## src/rtl/uart_boot_loader_ctrl.sv

```systemverilog
// UART boot loader controller: parses a framed byte stream (sync, word
// count, little-endian data words, additive checksum), writes the words
// into instruction memory, replies ACK/NAK and then releases the core.
module uart_boot_loader_ctrl #(
    parameter int          ADDR_W      = 8,
    parameter logic [7:0]  SYNC_BYTE   = 8'hA5,
    parameter logic [7:0]  ACK_BYTE    = 8'h4B,
    parameter logic [7:0]  NAK_BYTE    = 8'h45,
    parameter int          TIMEOUT_CYC = 1000000
) (
    input  logic              clk,
    input  logic              rst_n,
    input  logic [7:0]        rx_data,
    input  logic              rx_valid,
    output logic [7:0]        tx_data,
    output logic              tx_start,
    input  logic              tx_busy,
    input  logic              boot_req,
    output logic              imem_we,
    output logic [ADDR_W-1:0] imem_addr,
    output logic [31:0]       imem_wdata,
    output logic              cpu_rst_n,
    output logic              loading,
    output logic              load_err
);

    localparam int               TMR_W    = $clog2(TIMEOUT_CYC) + 1;
    localparam logic [TMR_W-1:0] TMR_LAST = TMR_W'(TIMEOUT_CYC - 1);
    localparam logic [TMR_W-1:0] TMR_ONE  = TMR_W'(1);

    // SEND is split into the request cycle and the two phases of watching
    // the transmitter's busy flag go high and then low again.
    typedef enum logic [2:0] {
        ST_IDLE    = 3'd0,
        ST_COUNT   = 3'd1,
        ST_DATA    = 3'd2,
        ST_CSUM    = 3'd3,
        ST_SEND    = 3'd4,
        ST_WAIT_HI = 3'd5,
        ST_WAIT_LO = 3'd6,
        ST_RUN     = 3'd7
    } state_e;

    state_e              state_q, state_d;
    logic [7:0]          count_q, count_d;        // N words in this frame
    logic [7:0]          word_cnt_q, word_cnt_d;  // words written so far
    logic [ADDR_W-1:0]   word_idx_q, word_idx_d;  // next imem word address
    logic [1:0]          lane_q, lane_d;          // byte lane inside the word
    logic [31:0]         word_buf_q, word_buf_d;
    logic [7:0]          csum_q, csum_d;
    logic                is_ack_q, is_ack_d;
    logic [TMR_W-1:0]    timer_q, timer_d;
    logic                imem_we_q, imem_we_d;
    logic [ADDR_W-1:0]   imem_addr_q, imem_addr_d;
    logic [31:0]         imem_wdata_q, imem_wdata_d;
    logic                tx_start_q, tx_start_d;
    logic [7:0]          tx_data_q, tx_data_d;
    logic                cpu_rst_n_q, cpu_rst_n_d;
    logic                loading_q, loading_d;
    logic                load_err_q, load_err_d;
    logic                in_frame_s;
    logic                timed_out_s;

    assign in_frame_s  = (state_q == ST_COUNT) || (state_q == ST_DATA) || (state_q == ST_CSUM);
    assign timed_out_s = (timer_q == TMR_LAST);

    // Next-state, datapath and output computation for the loader FSM.
    always_comb begin
        state_d      = state_q;
        count_d      = count_q;
        word_cnt_d   = word_cnt_q;
        word_idx_d   = word_idx_q;
        lane_d       = lane_q;
        word_buf_d   = word_buf_q;
        csum_d       = csum_q;
        is_ack_d     = is_ack_q;
        timer_d      = timer_q;
        imem_we_d    = 1'b0;
        imem_addr_d  = imem_addr_q;
        imem_wdata_d = imem_wdata_q;
        tx_start_d   = 1'b0;
        tx_data_d    = tx_data_q;
        loading_d    = loading_q;
        load_err_d   = load_err_q;
        cpu_rst_n_d  = 1'b0;

        if (boot_req) begin
            // Abort wins over any byte arriving this cycle; a running
            // transmission simply finishes on its own.
            state_d   = ST_IDLE;
            loading_d = 1'b0;
        end else begin
            case (state_q)
                ST_IDLE: begin
                    if (rx_valid && (rx_data == SYNC_BYTE)) begin
                        word_idx_d = '0;
                        word_cnt_d = 8'd0;
                        lane_d     = 2'd0;
                        csum_d     = 8'd0;
                        load_err_d = 1'b0;
                        loading_d  = 1'b1;
                        state_d    = ST_COUNT;
                    end else begin
                        state_d = ST_IDLE;
                    end
                end
                ST_COUNT: begin
                    if (rx_valid) begin
                        count_d = rx_data;
                        state_d = (rx_data == 8'd0) ? ST_CSUM : ST_DATA;
                    end else if (timed_out_s) begin
                        load_err_d = 1'b1;
                        is_ack_d   = 1'b0;
                        state_d    = ST_SEND;
                    end else begin
                        state_d = ST_COUNT;
                    end
                end
                ST_DATA: begin
                    if (rx_valid) begin
                        csum_d = csum_q + rx_data;
                        lane_d = lane_q + 2'd1;
                        case (lane_q)
                            2'd0:    word_buf_d[7:0]   = rx_data;
                            2'd1:    word_buf_d[15:8]  = rx_data;
                            2'd2:    word_buf_d[23:16] = rx_data;
                            default: word_buf_d[31:24] = rx_data;
                        endcase
                        if (lane_q == 2'd3) begin
                            imem_we_d    = 1'b1;
                            imem_addr_d  = word_idx_q;
                            imem_wdata_d = {rx_data, word_buf_q[23:0]};
                            word_idx_d   = word_idx_q + {{(ADDR_W-1){1'b0}}, 1'b1};
                            word_cnt_d   = word_cnt_q + 8'd1;
                            state_d      = (word_cnt_q == (count_q - 8'd1)) ? ST_CSUM : ST_DATA;
                        end else begin
                            state_d = ST_DATA;
                        end
                    end else if (timed_out_s) begin
                        load_err_d = 1'b1;
                        is_ack_d   = 1'b0;
                        state_d    = ST_SEND;
                    end else begin
                        state_d = ST_DATA;
                    end
                end
                ST_CSUM: begin
                    if (rx_valid) begin
                        if (rx_data == csum_q) begin
                            is_ack_d = 1'b1;
                        end else begin
                            is_ack_d   = 1'b0;
                            load_err_d = 1'b1;
                        end
                        state_d = ST_SEND;
                    end else if (timed_out_s) begin
                        load_err_d = 1'b1;
                        is_ack_d   = 1'b0;
                        state_d    = ST_SEND;
                    end else begin
                        state_d = ST_CSUM;
                    end
                end
                ST_SEND: begin
                    if (!tx_busy) begin
                        tx_start_d = 1'b1;
                        tx_data_d  = is_ack_q ? ACK_BYTE : NAK_BYTE;
                        loading_d  = 1'b0;
                        state_d    = ST_WAIT_HI;
                    end else begin
                        state_d = ST_SEND;
                    end
                end
                ST_WAIT_HI: begin
                    if (tx_busy) begin
                        state_d = ST_WAIT_LO;
                    end else begin
                        state_d = ST_WAIT_HI;
                    end
                end
                ST_WAIT_LO: begin
                    if (!tx_busy) begin
                        state_d = is_ack_q ? ST_RUN : ST_IDLE;
                    end else begin
                        state_d = ST_WAIT_LO;
                    end
                end
                ST_RUN: begin
                    // The core owns the UART now; incoming bytes are ignored.
                    state_d = ST_RUN;
                end
                default: begin
                    state_d = ST_IDLE;
                end
            endcase
        end

        // Inter-byte timer restarts on every byte and on every state change.
        if (rx_valid || (state_d != state_q)) begin
            timer_d = '0;
        end else if (in_frame_s) begin
            timer_d = timer_q + TMR_ONE;
        end else begin
            timer_d = '0;
        end

        // Core leaves reset exactly while the FSM sits in RUN.
        if (state_d == ST_RUN) begin
            cpu_rst_n_d = 1'b1;
        end else begin
            cpu_rst_n_d = 1'b0;
        end
    end

    // State and output registers with asynchronous reset.
    always_ff @(posedge clk or negedge rst_n) begin
        if (!rst_n) begin
            state_q      <= ST_IDLE;
            count_q      <= 8'd0;
            word_cnt_q   <= 8'd0;
            word_idx_q   <= '0;
            lane_q       <= 2'd0;
            word_buf_q   <= 32'd0;
            csum_q       <= 8'd0;
            is_ack_q     <= 1'b0;
            timer_q      <= '0;
            imem_we_q    <= 1'b0;
            imem_addr_q  <= '0;
            imem_wdata_q <= 32'd0;
            tx_start_q   <= 1'b0;
            tx_data_q    <= 8'd0;
            cpu_rst_n_q  <= 1'b0;
            loading_q    <= 1'b0;
            load_err_q   <= 1'b0;
        end else begin
            state_q      <= state_d;
            count_q      <= count_d;
            word_cnt_q   <= word_cnt_d;
            word_idx_q   <= word_idx_d;
            lane_q       <= lane_d;
            word_buf_q   <= word_buf_d;
            csum_q       <= csum_d;
            is_ack_q     <= is_ack_d;
            timer_q      <= timer_d;
            imem_we_q    <= imem_we_d;
            imem_addr_q  <= imem_addr_d;
            imem_wdata_q <= imem_wdata_d;
            tx_start_q   <= tx_start_d;
            tx_data_q    <= tx_data_d;
            cpu_rst_n_q  <= cpu_rst_n_d;
            loading_q    <= loading_d;
            load_err_q   <= load_err_d;
        end
    end

    assign tx_data    = tx_data_q;
    assign tx_start   = tx_start_q;
    assign imem_we    = imem_we_q;
    assign imem_addr  = imem_addr_q;
    assign imem_wdata = imem_wdata_q;
    assign cpu_rst_n  = cpu_rst_n_q;
    assign loading    = loading_q;
    assign load_err   = load_err_q;

endmodule
```

## config.mk

```make
export PLATFORM = sky130hd
export DESIGN_NAME = uart_boot_loader_ctrl
export DESIGN_NICKNAME = d
export VERILOG_FILES = /design/src/rtl/uart_boot_loader_ctrl.sv
export SDC_FILE = /design/constraint.sdc
export NUM_CORES = 1
export LEC_CHECK = 0
export ABC_AREA = 1
export BUFFER_PORTS_ARGS = -buffer_cell sky130_fd_sc_hd__buf_2
export CORE_MARGIN = 2
export CORE_UTILIZATION = 50
export DETAILED_ROUTE_END_ITERATION = 8
export PLACE_DENSITY = 0.68
export SETUP_SLACK_MARGIN = 0.02
export SYNTH_ARGS = -nofsm -noshare
export SYNTH_HDL_FRONTEND = slang
export SYNTH_SLANG_ARGS = --single-unit
```

## constraint.sdc

```tcl
create_clock -name clk -period 3.89 [get_ports clk]
set_clock_uncertainty 0.1 [all_clocks]
set_input_delay 0.1945 -clock clk [delete_from_list [all_inputs] [get_ports clk]]
set_output_delay 0.1945 -clock clk [all_outputs]
set_load 0.01 [all_outputs]
```

==> results of run 1 <==
## power breakdown
part	internal, W	total, W	leakage (nW)	switching (W)
sequential	0.00163	0.00184	1.79	0.000210
combinational	0.000465	0.00132	1.79	0.000853
clock	0.00103	0.00167	0.291	0.000647
total	0.00312	0.00483	3.87	0.00171
## per-layer routing
layer  GRT usage [%]  share of wire [%]  vias up
met5               0                  0        -
met4            8.26                1.6        0
met3            4.63                4.8       24
met2            34.9                 45      143
met1            31.2                 49     2615
li1                -                  -     2762
## worst min-delay path, delay by kind of cell
kind	cells	cell delay, ns
buffers and inverters	2	0.16
and+or+nand+nor	2	0.19
## flip-flops by register name, indices dropped and copies added (netlist names), 3 cells and up
signal / count
timer_q: 21
word_cnt_q: 8
count_q: 8
word_buf_q: 24
imem_addr: 8
word_idx_q: 8
state_q: 3
tx_data: 3
csum_q: 8
imem_wdata: 32
## Yosys cell counts (2+ instances only)
master      n
nand2_1   236
dfrtp_1   131
nor2_1     90
inv_1      80
o21ai_0    50
nand3_1    44
a21oi_1    20
nor3_1     19
o21ai_1    17
ha_1       15
nor2_2     12
buf_4      10
nand2_2     8
nand4_1     8
xor2_1      8
buf_2       6
or2_2       6
inv_2       5
nor4_1      5
o211ai_1    5
a22o_1      4
buf_6       4
nor3b_1     4
a31oi_1     3
clkbuf_1    3
o31ai_1     3
xnor2_1     3
nor2_4      2
nor3_2      2
o21bai_1    2
## logic make-up after synthesis
group / Yosys count / synth area share, %
simple gates: 440 / 28.8
flops: 131 / 49.8
compound gates: 110 / 9.34
buf+inv: 110 / 7.44
fa+ha+maj: 16 / 3.15
xor+xnor: 11 / 1.46
other cells: 1 / 0.0569
## final timing paths
path / cells after the start / endpoint / slack, ns
setup / recovery: 9 / word_idx_q[0] / 1.21
hold / removal: 4 / tx_start / 0.08
setup reg to reg: 9 / word_idx_q[0] / 1.21
hold reg to reg: 2 / imem_wdata[13] / 0.36
max in group asynchronous: 3 / imem_wdata[13] / 2.30
min in group asynchronous: 2 / timer_q[18] / 0.39
## metrics by stage
step / setup WS, ns / hold WS (ns) / total power (W) / cells
6_report: 1.21 / 0.0777 / 0.00483 / 1070
5_1_grt: 0.901 / 0.103 / 0.00516 / 1070
4_1_cts: 1.20 / 0.0490 / 0.00486 / 1070
3_5_place_dp: 1.24 / 0.351 / 0.00317 / 1036
3_3_place_gp: 1.32 / 0.340 / 0.00312 / 1036
2_1_floorplan: 1.93 / -0.201 / 0.00285 / 821
## final cells by class
type,instances,area (um^2),area share [%]
sequential,131,3280,42.9
multi-input combinational,580,2830,37.0
clock buffer,17,425,5.57
timing repair buffer,68,363,4.75
inverter,87,329,4.31
tap,172,215,2.82
clock inverter,15,195,2.56
## repair_timing
action / CTS / global route
setup buffers: 0 / 0
endpoints found under the hold margin: 82 / 0
hold buffers: 2 / 0
==> impl_metrics.csv, run 1 <==
group,metric,value,unit
run_status,status,"complete, no violations",
timing,max-slew-margin-rel,29.1,%
route,drt_iter0_markers,399,
timing,worst_slew_pin_slew,1.06,ns
clock_tree,ctsResizeCount,0,
setup_path,crit_start,"state_q[2]",
logic_synthesis,synth_warnings,0,
placement,hpwl,10300,um
layout,layout-drive-gt1-share,15.3,%
route,first_pass_iters,5,
power,p_per_area,633,mW/mm^2
logic_synthesis,ys_types,44,
layout,fillCellCount,1162,
logic_synthesis,ys_top_cells_by_area,"dfrtp_1 50%, nand2_1 13%, nor2_1 5.1%, inv_1 4.6%, o21ai_0 3.8%",
setup_path,critPathArrivalTime,2.88,ns
layout,layout_commonest_cell,"nand2_1",
logic_synthesis,syn-mean-instance-area,8.04,um^2
clock_tree,clk_path_buf_depth,2,
logic_synthesis,synth_enable_flop_cells,0,
route,vias,5544,
clock_tree,cts_root_buf,"clkbuf_16",
grt,grt_pass1_wl,25600,um
timing,fmax,373,MHz
timing,rsz0062_at_grt,"no",
layout,syn_to_final_growth,15.9,%
setup_path,start_kind,"flip-flop",
layout,fin_area,0.00763,mm^2
logic_synthesis,synth_flop_cell,"dfrtp_1",
logic_synthesis,synth_top_area_share,49.8,%
timing,setup_violations,0,
setup_path,crit_family,"buffers and inverters",
worst_hold_path,min_from,"tx_busy",
setup_path,slowest_stage,"inv_2",
grt,grt_max_degree,84,
setup_path,endpoint_kind,"flip-flop",
floorplanning,core_area,0.0127,mm^2
logic_synthesis,yosysTopAreaCell,"dfrtp_1",
layout,fin_util,60.0,%
setup_path,crit_required,4.09,ns
route,wire_per_inst,13.8,um
layout,layout.nets,914,
power,power_leakage,3.87,nW
grt,grtUsageTotal,22.5,%
timing,setup-tns-final,0,ns
route,wirelength,14700,um
setup_path,path_buf_inv,2,
placement,place_area,0.00699,mm^2
grt,grt_pass1_vias,5376,
grt,antenna_found_initial,0,
logic_synthesis,ys_ff_latch,131,
floorplanning,io_pins,66,
route,postRouteAntennaNets,0,
layout,layout_common_cells,"236 x nand2_1, 131 x dfrtp_1, 90 x nor2_1, 80 x inv_1, 61 x buf_2",
timing,final_hold_viol_count,0,
logic_synthesis,yosysSeqAreaShare,49.8,%
clock_tree,cts_made_buffers,17,
setup_path,crit_fanout,55,
setup_path,critPathMaxStageDelay,0.64,ns
job,cap_violations,0,
timing,finalMaxSlewViolations,0,
clock_tree,h-tree-depth,4,
timing,period_minus_slack,2.68,ns
floorplanning,die-area,0.0141,mm^2
floorplanning,dieHeight,119,um
clock_tree,path_clk_slew,0.06,ns
worst_hold_path,hold_class,"in -> reg",
route,vias_per_cell,5.18,
floorplanning,start_util,51.8,%
logic_synthesis,synth_area,0.00659,mm^2
logic_synthesis,ys_async_sr_fraction,100,%
clock_tree,clk_latency,0.42,ns
setup_path,path_class,"reg -> reg",
placement,port_buffers,62,
power,vdd.ir_drop.worst,0.432,mV
setup_path,r2r_start,"state_q[2]",
grt,grt-ovfl-total,0,
timing,fin_crit_sh,68.9,%
layout,antenna_cells,0,
clock_tree,tritoncts,"yes",
logic_synthesis,syn_inst,819,
route,drc,0,
floorplanning,row_count,41,
setup_path,worstPathCellList,"inv_4, nand3_4, o21ai_0, a21oi_2, nand2_2, nor2_4, inv_2, nor2_1, o21bai_1",
floorplanning,die_w,119,um
placement,place.gp.congestion,0.950,
clock_tree,clock_sinks,131,
Power figures use the tool's default switching activity.
==> inputs of run 2 (changes only) <==
--- a/config.mk
+++ b/config.mk
@@ -5,12 +5,12 @@
 export SDC_FILE = /design/constraint.sdc
 export NUM_CORES = 1
 export LEC_CHECK = 0
-export ABC_AREA = 1
+export ABC_AREA = 0
 export BUFFER_PORTS_ARGS = -buffer_cell sky130_fd_sc_hd__buf_2
 export CORE_MARGIN = 2
 export CORE_UTILIZATION = 50
 export DETAILED_ROUTE_END_ITERATION = 8
-export PLACE_DENSITY = 0.68
+export PLACE_DENSITY = 0.69
 export SETUP_SLACK_MARGIN = 0.02
 export SYNTH_ARGS = -nofsm -noshare
 export SYNTH_HDL_FRONTEND = slang
==> constraint.sdc (replaced) <==
create_clock -name clk -period 2.79 [get_ports clk]
set_clock_uncertainty 0.1 [all_clocks]
set_input_delay 0.1395 -clock clk [delete_from_list [all_inputs] [get_ports clk]]
set_output_delay 0.1395 -clock clk [all_outputs]
set_load 0.01 [all_outputs]
==> impl_metrics.csv, run 2 <==
group,metric,value,unit
logic_synthesis,yosysTopAreaCell,"dfrtp_1",
job,cap_violations,0,
timing,rsz0062_at_grt,"no",
logic_synthesis,yosysSeqAreaShare,52.7,%
timing,fmax,411,MHz
route,vias_per_cell,5.40,
timing,fin_crit_sh,87.3,%
route,drt_iter0_markers,355,
timing,whs,0.0464,ns
setup_path,path_class,"in -> reg",
logic_synthesis,synth_compound_area_share,7.28,%
setup_path,crit_required,2.97,ns
floorplanning,row_count,40,
logic_synthesis,ys_types,49,
timing,fin_ws,0.355,ns
layout,layout-drive-gt1-share,20.5,%
route,wirelength,13500,um
setup_path,critPathArrivalTime,2.62,ns
placement,port_buffers,62,
floorplanning,core_area,0.0121,mm^2
route,vias,4735,
floorplanning,die_w,116,um
logic_synthesis,ys_async_sr_fraction,100,%
route,first_pass_iters,5,
setup_path,reg2reg_to,"word_idx_q[5]",
setup_path,r2r_start,"state_q[0]",
clock_tree,h-tree-depth,4,
power,vdd.ir_drop.worst,0.385,mV
logic_synthesis,synth_xor_area_share,5.77,%
layout,fillCellCount,1043,
logic_synthesis,synth_flop_cell,"dfrtp_1",
clock_tree,clk_path_buf_depth,2,
logic_synthesis,ys_ff_latch,131,
timing,period_minus_slack,2.44,ns
power,power_leakage,3.66,nW
worst_hold_path,holdPathEnd,"state_q[2]",
logic_synthesis,yosys.area_share.simple,20.7,%
floorplanning,io_pins,66,
clock_tree,cts_made_buffers,17,
logic_synthesis,synth_enable_flop_cells,0,
clock_tree,cts_root_buf,"clkbuf_16",
logic_synthesis,ys_top_cells_by_area,"dfrtp_1 53%, nand2_1 8.1%, mux2_2 6.5%, xnor2_1 3.5%, nor2_1 3.3%",
timing,max-slew-margin-rel,54.6,%
power,p_per_area,559,mW/mm^2
logic_synthesis,synth_fa_ha_area_share,3.34,%
placement,pre_cts_slack,0.426,ns
setup_path,r2r_cells,6,
setup_path,r2r_setup_slack,0.38,ns
placement,place.gp.congestion,0.870,
layout,layout.nets,725,
grt,grt_pass1_vias,4752,
layout,largest_reg_flops,32,
logic_synthesis,synth_warnings,0,
placement,hpwl,9320,um
timing,final_hold_viol_count,0,
floorplanning,die-area,0.0133,mm^2
logic_synthesis,synth.area.mux_share,6.68,%
clock_tree,clock_sinks,131,
grt,antenna_found_initial,0,
clock_tree,tritoncts,"yes",
power,p_total,0.00411,W
route,drc,0,
timing,finalMaxSlewViolations,0,
logic_synthesis,synth_top_family_by_area,"simple AND/OR/NAND/NOR gates",
clock_tree,ctsResizeCount,0,
grt,grtUsageTotal,22.3,%
floorplanning,dieHeight,116,um
logic_synthesis,synth_area,0.00622,mm^2
route,postRouteAntennaNets,0,
worst_hold_path,min_from,"boot_req",
layout,stdcell_count,877,
worst_hold_path,hold_class,"in -> reg",
worst_hold_path,whs_path_depth,2,
setup_path,crit_fanout,18,
timing,setup-tns-final,0,ns
logic_synthesis,synth_top_area_share,52.7,%
logic_synthesis,synth_commonest_cells,"134 x nand2_1, 131 x dfrtp_1, 55 x nor2_1",
placement,dp.cells,835,
run_status,status,"complete, no violations",
layout,layout_common_cells,"134 x nand2_1, 131 x dfrtp_1, 61 x buf_2, 55 x nor2_1, 36 x mux2_2",
logic_synthesis,yosys.cell_count.top_type,"nand2_1",
clock_tree,clk_latency,0.42,ns
clock_tree,path_clk_slew,0.05,ns
floorplanning,start_util,51.6,%
layout,layout_commonest_cell,"nand2_1",
setup_path,endpoint_kind,"flip-flop",
layout,antenna_cells,0,
setup_path,start_kind,"input pin",
timing,setup_violations,0,
layout,syn_to_final_growth,18.2,%
timing,worst_slew_pin_slew,0.674,ns
route,wire_per_inst,15.4,um
grt,grt-ovfl-total,0,
logic_synthesis,syn_inst,622,
grt,grt_pass1_wl,23200,um
grt,grt_max_degree,55,
logic_synthesis,syn-mean-instance-area,10.0,um^2
==> run 2: cell count changes in the layout (fill, tap and decap cells not counted), moves of 27 or more <==
cell	previous run	this run
nand2_1	236	134
nor2_1	90	55
inv_1	80	14
o21ai_0	50	23
mux2_2	0	36
==> run 2: area by class of cell <==
cell class                 count  area [um^2]  share of cell area (%)
multi-input combinational    448         2730                    37.2
timing repair buffer          84          528                    7.19
tap                          168          210                    2.86
clock inverter                13          114                    1.55
inverter                      14         52.6                   0.715
clock buffer                  19          433                    5.89
sequential                   131         3280                    44.6
==> run 2: kinds of logic (layout without fill, tap and decap cells) <==
kind of cell,count (synthesis),in the layout
AND/OR/NAND/NOR,280,280
multiplexers,37,37
other,1,3
buffers and inverters,45,130
AO/OA/AOI/OAI,71,71
flip-flops,131,131
XOR/XNOR,41,41
adder cells (fa/ha/maj),16,16
==> run 2: layer usage <==
metal | vias up | GRT usage [%] | wire length (um)
met5 | - | 0 | 0
met4 | 0 | 9.08 | 276
met3 | 27 | 5.81 | 514
met2 | 111 | 35.6 | 6620
met1 | 2334 | 29.3 | 6110
li1 | 2263 | - | -
==> run 2: worst max-delay path by stage <==
stage	start	to	slack (ns)
CTS	rx_data[1]	word_idx_q[5]	0.37
detailed placement	state_q[0]	word_idx_q[7]	0.43
finish	rx_data[1]	word_idx_q[5]	0.35
global route	state_q[0]	word_idx_q[5]	0.19
floorplan	state_q[1]	word_idx_q[7]	0.74
global placement	state_q[0]	word_idx_q[7]	0.52
==> run 2: through the flow <==
step	util [%]	cell area, um^2
2_1_floorplan	-	6230
3_3_place_gp	55.6	6700
3_5_place_dp	55.6	6700
4_1_cts	60.9	7350
5_1_grt	60.9	7350
6_report	60.9	7350
==> run 2: worst max-delay path, stage by stage <==
cell and delay, ns:
dlygate4sd3_1 0.53, buf_2 0.20, nor4_4 0.37, nand4_2 0.20, a211o_1 0.50, nor4_1 0.44
xnor2_1 0.17, nor2_1 0.06
==> run 2: where the power goes <==
group | switching, W | total [W] | internal, W
sequential | 0.0000152 | 0.00193 | 0.00191
clock | 0.000813 | 0.00203 | 0.00122
combinational | 0.000101 | 0.000153 | 0.0000514
total | 0.000930 | 0.00411 | 0.00318
==> run 2: what timing repair did <==
action                                 in CTS  in global routing
buffers inserted                            0                  0
endpoints found under the hold margin      61                  0
hold buffers                               10                  0
